[src/rtl/apb_master_bridge.sv]
// apb_master_bridge: turns a valid/ready command into one APB SETUP/ACCESS transfer and returns a valid/ready response
//   PCLK, PRESET                  clock, synchronous active-high reset
//   cmd_valid/ready/write/addr/wdata  command channel, one read or write per command
//   rsp_valid/ready/rdata/err         response channel; rdata is 0 for writes, err flags a timeout abort
//   PADDR/PWDATA/PWRITE/PSEL/PENABLE  APB requester outputs, PRDATA/PREADY APB completer inputs
//   APB_MASTER_TIMEOUT_EN             when defined, aborts ACCESS after TIMEOUT_CYCLES wait states
module apb_master_bridge #(
    parameter int ADDR_W         = 4,
    parameter int DATA_W         = 32,
    parameter int TIMEOUT_CYCLES = 16
) (
    input  logic              PCLK,
    input  logic              PRESET,
    input  logic              cmd_valid,
    output logic              cmd_ready,
    input  logic              cmd_write,
    input  logic [ADDR_W-1:0] cmd_addr,
    input  logic [DATA_W-1:0] cmd_wdata,
    output logic              rsp_valid,
    input  logic              rsp_ready,
    output logic [DATA_W-1:0] rsp_rdata,
    output logic              rsp_err,
    output logic [ADDR_W-1:0] PADDR,
    output logic [DATA_W-1:0] PWDATA,
    output logic              PWRITE,
    output logic              PSEL,
    output logic              PENABLE,
    input  logic [DATA_W-1:0] PRDATA,
    input  logic              PREADY
);
    typedef enum logic [1:0] {IDLE, SETUP, ACCESS, RESP} state_t;

    if (TIMEOUT_CYCLES < 1 || TIMEOUT_CYCLES > 255) begin : g_bad_timeout
        $error("TIMEOUT_CYCLES must be within 1..255");
    end

    state_t            state_q, state_d;
    logic              cmd_ready_q, cmd_ready_d;
    logic              rsp_valid_q, rsp_valid_d;
    logic [DATA_W-1:0] rsp_rdata_q, rsp_rdata_d;
    logic [ADDR_W-1:0] paddr_q, paddr_d;
    logic [DATA_W-1:0] pwdata_q, pwdata_d;
    logic              pwrite_q, pwrite_d;
    logic              psel_q, psel_d;
    logic              penable_q, penable_d;
`ifdef APB_MASTER_TIMEOUT_EN
    localparam logic [7:0] WAIT_LIMIT = 8'(TIMEOUT_CYCLES - 1);
    logic [7:0] wait_q, wait_d;
    logic       rsp_err_q, rsp_err_d;
    // wait_q counts the PREADY=0 ACCESS cycles already seen, so a limit hit means this is the last allowed one
    logic       timeout;
    assign timeout = !PREADY && wait_q == WAIT_LIMIT;
    assign rsp_err = rsp_err_q;
`else
    assign rsp_err = 1'b0;
`endif

    always_comb begin
        state_d     = state_q;
        cmd_ready_d = cmd_ready_q;
        rsp_valid_d = rsp_valid_q;
        rsp_rdata_d = rsp_rdata_q;
        paddr_d     = paddr_q;
        pwdata_d    = pwdata_q;
        pwrite_d    = pwrite_q;
        psel_d      = psel_q;
        penable_d   = penable_q;
`ifdef APB_MASTER_TIMEOUT_EN
        rsp_err_d   = rsp_err_q;
        wait_d      = (state_q == ACCESS && !PREADY) ? wait_q + 8'd1 : 8'd0;
`endif
        case (state_q)
            IDLE: if (cmd_valid) begin
                state_d     = SETUP;
                cmd_ready_d = 1'b0;
                paddr_d     = cmd_addr;
                pwdata_d    = cmd_wdata;
                pwrite_d    = cmd_write;
                psel_d      = 1'b1;
            end
            SETUP: begin
                state_d   = ACCESS;
                penable_d = 1'b1;
            end
            ACCESS: if (PREADY) begin
                state_d     = RESP;
                rsp_valid_d = 1'b1;
                rsp_rdata_d = pwrite_q ? '0 : PRDATA;
                psel_d      = 1'b0;
                penable_d   = 1'b0;
`ifdef APB_MASTER_TIMEOUT_EN
                rsp_err_d   = 1'b0;
            end else if (timeout) begin
                state_d     = RESP;
                rsp_valid_d = 1'b1;
                rsp_rdata_d = '0;
                rsp_err_d   = 1'b1;
                psel_d      = 1'b0;
                penable_d   = 1'b0;
`endif
            end
            RESP: if (rsp_ready) begin
                state_d     = IDLE;
                rsp_valid_d = 1'b0;
                cmd_ready_d = 1'b1;
            end
            default: state_d = IDLE;
        endcase
    end

    always_ff @(posedge PCLK) begin
        if (PRESET) begin
            state_q     <= IDLE;
            cmd_ready_q <= 1'b1;
            rsp_valid_q <= 1'b0;
            rsp_rdata_q <= '0;
            paddr_q     <= '0;
            pwdata_q    <= '0;
            pwrite_q    <= 1'b0;
            psel_q      <= 1'b0;
            penable_q   <= 1'b0;
`ifdef APB_MASTER_TIMEOUT_EN
            rsp_err_q   <= 1'b0;
            wait_q      <= 8'd0;
`endif
        end else begin
            state_q     <= state_d;
            cmd_ready_q <= cmd_ready_d;
            rsp_valid_q <= rsp_valid_d;
            rsp_rdata_q <= rsp_rdata_d;
            paddr_q     <= paddr_d;
            pwdata_q    <= pwdata_d;
            pwrite_q    <= pwrite_d;
            psel_q      <= psel_d;
            penable_q   <= penable_d;
`ifdef APB_MASTER_TIMEOUT_EN
            rsp_err_q   <= rsp_err_d;
            wait_q      <= wait_d;
`endif
        end
    end

    assign cmd_ready = cmd_ready_q;
    assign rsp_valid = rsp_valid_q;
    assign rsp_rdata = rsp_rdata_q;
    assign PADDR     = paddr_q;
    assign PWDATA    = pwdata_q;
    assign PWRITE    = pwrite_q;
    assign PSEL      = psel_q;
    assign PENABLE   = penable_q;
endmodule

[config.mk]
export PLATFORM = sky130hd
export DESIGN_NAME = apb_master_bridge
export DESIGN_NICKNAME = d
export VERILOG_FILES = /design/src/rtl/apb_master_bridge.sv
export SDC_FILE = /design/constraint.sdc
export NUM_CORES = 1
export LEC_CHECK = 0
export BUFFER_PORTS_ARGS = -buffer_cell sky130_fd_sc_hd__buf_4
export CAP_MARGIN = 20
export CORE_ASPECT_RATIO = 0.75
export CORE_MARGIN = 2
export CORE_UTILIZATION = 45
export DETAILED_ROUTE_END_ITERATION = 8
export PLACE_DENSITY = 0.9
export SYNTH_ARGS = -nofsm -noshare
export SYNTH_HDL_FRONTEND = slang
export SYNTH_SLANG_ARGS = --single-unit
[constraint.sdc]
create_clock -name PCLK -period 1.75 [get_ports PCLK]
set_input_delay 0.35 -clock PCLK [delete_from_list [all_inputs] [get_ports PCLK]]
set_output_delay 0.35 -clock PCLK [all_outputs]
set_load 0.01 [all_outputs]
After elaboration in Yosys (flattened, before gate mapping)
Index checks and enable logic that the tools add are counted.

Bits in registers: 75. Output and inout port bits: 74. Logic and storage cells: 42.

Equality and inequality tests: 6. Mux-type cells: 15. Reduce and logical (&&, ||, !) cells: 12.

Operator list (number): two-way mux 32 bit (1); AND reduction 3 bit (4); case mux 1 bit (2 select lines) (4); case mux 2 bit (4 select lines) (1); nonzero test 2 bit (4); two-way mux 1 bit (6); two-way mux 2 bit (3); != test 2 bit, second input constant (3); AND reduction 2 bit (3); equality test 2 bit, second input constant (2); equality test 2 x 1 -> 1 bit, second input constant (1); logical NOT 2 bit (1).

Depth between registers and ports, before layout
Word-level depth: 3. Gate-level depth with buffers: 7. Mapped depth without buffers: 5.

Worst setup path after synthesis
OpenSTA, ideal clock, no wires.

Path type: register to register. Start: register state_q[0]. End: register state_q[0]. Data arrival time: 1.439 ns. Required time: 1.663 ns. Path slack: 0.224 ns. Stages on the path, launching flop included: 7. Path buffers: 1. Path through: dfxtp_1 > inv_1 > ha_1 > buf_6 > nor2b_4 > or4_1 > o31ai_1.

Cells in the longest elaborated chain, start to end: 3. Elaborated cells between the ends (all ways): 9. Those cells by class: eq/ne (6); mux (1); reduce/logical (2).

RTL lines: start, declared (line 37) `state_t state_q, state_d;`; start signal, assigned (line 127) `state_q <= state_d;`; equality test 2 bit or logical NOT 2 bit (tied branches) (line 72) `case (state_q)`; != test 2 bit (no line); AND reduction 3 bit (no line).

Parallel ways exist; a longest one is shown, timed or not. A chain may end at the register's enable or synchronous reset.

Worst setup path in the final report
Same ends and word-level chain as after synthesis.

==> flow_summary.rst <==
.. list-table::
   :header-rows: 1

   * - Metric
     - Value
   * - Status
     - finished clean
   * - Actual transition at the worst max-transition pin
     - 0.5162 ns
   * - Fraction of final layout cells sized beyond drive strength 1
     - 0.3623
   * - First-pass GRT wire length
     - 12570 um
   * - Starting DRT DRC Count
     - 139
   * - Nets
     - 569
   * - Post-Syn Nets
     - 434
   * - Hold-fix buffers, CTS
     - 0
   * - Number of I/O pins
     - 148
   * - Final critical-path share of the clock period
     - 0.9251
   * - Resized Gates After CTS
     - 0
   * - Layout overhead on the synthesized area
     - 44.58%
   * - Power density normalized to cell area
     - 1243 nW/um^2
   * - Min-delay worst type
     - in2reg
   * - Reg2Reg Setup Slack
     - 0.13 ns
   * - Antenna violations before repair
     - 0
   * - Cell Rows
     - 25
   * - H-tree lvl count
     - 3
   * - Non-filler instance count after layout
     - 575
   * - Via count
     - 2937
   * - Critical path data required time
     - 2.00 ns
   * - Number of global-route vias before repair
     - 2768
   * - Share of power burned in the clock network
     - 0.224
   * - Maximum clock frequency
     - 617.7 MHz
   * - Crit path capture type
     - flop
   * - Via-to-Cell Ratio
     - 5.108
   * - Setup fix buffers added after clock tree synthesis
     - 0
   * - Final count of pins violating max slew
     - 0
   * - N_diodes
     - 0
   * - Post-synthesis cell area
     - 2969 um^2
   * - Final Hold Viols
     - 0
   * - CTS tree
     - yes
   * - Register bit count reported by yosys
     - 75
   * - Die Outline Area
     - 7271 um^2
   * - Worst-case vdd ir drop
     - 0.6870 mV
   * - Power spent charging and discharging nets
     - 0.001856 W
   * - Residual overflow from global routing
     - 0
   * - First-pass DRT Iterations
     - 4
   * - Worst setup path class
     - reg2reg
   * - Sequential share of the synthesized area
     - 0.5057
   * - Static Leak
     - 1.844 nW
   * - GR Util All Layers
     - 0.2157
   * - Sort of element at the start of the critical path
     - flop
   * - Clock latency at the later pin of the worst-skew pair
     - 0.34 ns
   * - Endpoint of the worst-slack reg-to-reg timing path
     - state_q[0]$_SDFFE_PP0P_
   * - Post-detailed-placement half-perimeter wirelength
     - 5775 um
   * - Fraction of power spent switching nets
     - 0.3479
   * - Number of distinct library cells after synthesis
     - 30
   * - Clock-pin transition on the worst setup and hold timing paths
     - 0.08 ns
   * - Number of buffers on the longest clock path
     - 2
   * - Core area
     - 6350 um^2
   * - Largest net degree at the start of global routing
     - 38
   * - Chip width
     - 97.80 um
   * - Final wirelength
     - 8071 um
   * - Synth Area per Inst
     - 8.387 um^2
   * - Leading cell types in the layout, fill and taps excluded
     - sky130_fd_sc_hd__buf_4 (153), sky130_fd_sc_hd__nand2_1 (110), sky130_fd_sc_hd__dfxtp_1 (75)
   * - Ys Warns
     - 0
   * - Tmin final
     - 1.619 ns
   * - Chip Height
     - 74.35 um
   * - Number of endpoints failing setup at the final stage
     - 0
   * - Root buf cell
     - sky130_fd_sc_hd__clkbuf_8
   * - Sinks on Clock Net
     - 75
   * - Post-detailed-route wirelength per cell
     - 14.04 um
   * - Termination of the worst setup path
     - state_q[0]$_SDFFE_PP0P_
   * - Worst clock skew on the final layout
     - 0.005756 ns
   * - Crit Path Max Fanout
     - 5
   * - Worst Path Arrival
     - 1.87 ns
   * - Global placement routability congestion
     - 0.8152
   * - Syn Inst Count
     - 354
   * - DP Cell Count
     - 559
   * - Internal cell power
     - 0.003478 W
   * - Relative slew slack
     - 0.6554
   * - Routed Antenna Nets
     - 0
   * - Remaining routing DRC violations
     - 0
   * - Gate power share
     - 0.365
   * - Maximum capacitance violations
     - 0
   * - Starting density of the core
     - 0.4676
   * - Sequential cell fraction of total power
     - 0.412
   * - Post-route setup TNS
     - 0 ns
   * - Source of the critical timing path
     - state_q[0]$_SDFFE_PP0P_
   * - Buffers on Ports
     - 146
   * - Unrepaired setup endpoints after global routing
     - no
   * - Critical R2R Launch
     - state_q[0]$_SDFFE_PP0P_
   * - Most frequent standard cell in the layout excluding fill and tap cells
     - sky130_fd_sc_hd__buf_4
   * - Inserted Clock Buffers
     - 9
   * - R2r worst-path depth
     - 5
## layer usage
metal	wire, um	global-route usage	part of all wire
met5	0	0	0
met4	31	0.06944	0.0038
met3	591	0.07707	0.073
met2	4057	0.3870	0.50
met1	3391	0.2464	0.42
## cells by family after synthesis
group	count (synthesis)	synth area share
multiplexers	2	0.007164
other	1	0.001263
AND/OR/NAND/NOR	154	0.2600
adder cells (fa/ha/maj)	6	0.02528
flip-flops	75	0.5057
AO/OA/AOI/OAI	81	0.1458
buffers and inverters	35	0.05478
## state kept, by name (all words and copies together) (netlist names)
| register | flops |
|---|---|
| cmd_ready | 1 |
| state_q | 2 |
| PENABLE | 1 |
| rsp_rdata | 32 |
| PSEL | 1 |
| PWRITE | 1 |
| PWDATA | 32 |
| PADDR | 4 |
| rsp_valid | 1 |
## synth_stat cells (all sizes together)
| cell | n | area share |
|---|---|---|
| a21oi | 73 | 0.12 |
| nor2b | 4 | 0.012 |
| nand2 | 110 | 0.14 |
| nand4b | 32 | 0.094 |
| dfxtp | 75 | 0.51 |
| o21ai | 2 | 0.0034 |
| ha | 6 | 0.025 |
| mux2 | 1 | 0.0038 |
| buf | 21 | 0.037 |
| a211oi | 1 | 0.0025 |
| a2111oi | 1 | 0.0051 |
| o21bai | 1 | 0.0025 |
| nor2 | 2 | 0.0025 |
| conb | 1 | 0.0013 |
| or4 | 1 | 0.0025 |
| and2 | 1 | 0.0021 |
| inv | 4 | 0.0051 |
| o31ai | 1 | 0.0025 |
| mux2i | 1 | 0.0034 |
| nand3 | 1 | 0.0017 |
| or2 | 2 | 0.0042 |
| o21ba | 2 | 0.0067 |
| clkbuf | 10 | 0.013 |
| nor3 | 1 | 0.0017 |
## per-stage QoR
step	setup WS (ns)	cell area, um^2	hold slack [ns]	util	total power, W
after floorplan	0.2241	2969	0.4260	-	0.003339
after global routing	0.001410	4293	0.2240	0.6761	0.005666
after CTS	0.1034	4290	0.2194	0.6757	0.005379
final	0.1311	4293	0.2405	0.6761	0.005334
after global placement	0.2242	4111	0.4389	0.6475	0.004095
after detailed placement	0.1422	4111	0.4460	0.6475	0.004183
## critical path, cell delays in order, from the launching register on
cell	delay, ns
sky130_fd_sc_hd__dfxtp_1	0.37
sky130_fd_sc_hd__inv_1	0.12
sky130_fd_sc_hd__ha_1	0.26
sky130_fd_sc_hd__nor2b_1	0.18
sky130_fd_sc_hd__or4_1	0.51
sky130_fd_sc_hd__o31ai_1	0.09
## power groups by stage
| stage | Clock (W) | Sequential, W | Combinational (W) |
|---|---|---|---|
| 6_report | 0.00119 | 0.00220 | 0.00194 |
| 5_1_grt | 0.00131 | 0.00223 | 0.00213 |
| 4_1_cts | 0.00123 | 0.00219 | 0.00196 |
| 3_5_place_dp | 0 | 0.00223 | 0.00195 |
| 3_3_place_gp | 0 | 0.00221 | 0.00189 |
| 2_1_floorplan | 0 | 0.00232 | 0.00102 |
## how the worst min path moves through the flow
stage	from	endpoint	cells past startpoint
2_1_floorplan	PRESET	PSEL$_SDFFE_PP0P_	1
3_3_place_gp	rsp_rdata[13]$_SDFFE_PP0P_	rsp_rdata[13]$_SDFFE_PP0P_	2
3_5_place_dp	rsp_rdata[0]$_SDFFE_PP0P_	rsp_rdata[0]$_SDFFE_PP0P_	2
4_1_cts	cmd_wdata[12]	PWDATA[12]$_SDFFE_PP0P_	3
5_1_grt	cmd_wdata[17]	PWDATA[17]$_SDFFE_PP0P_	3
6_report	cmd_wdata[17]	PWDATA[17]$_SDFFE_PP0P_	3
## cell type report
cell class                      count  area [um^2]
Clock buffer                       10        137.6
Clock inverter                      6        41.29
Fill cell                         520         2057
Inverter                            4        15.01
Multi-Input combinational cell    244         1308
Sequential cell                    75         1501
Tap cell                           81        101.3
Timing Repair Buffer              155         1189
Power figures use the tool's default switching activity.
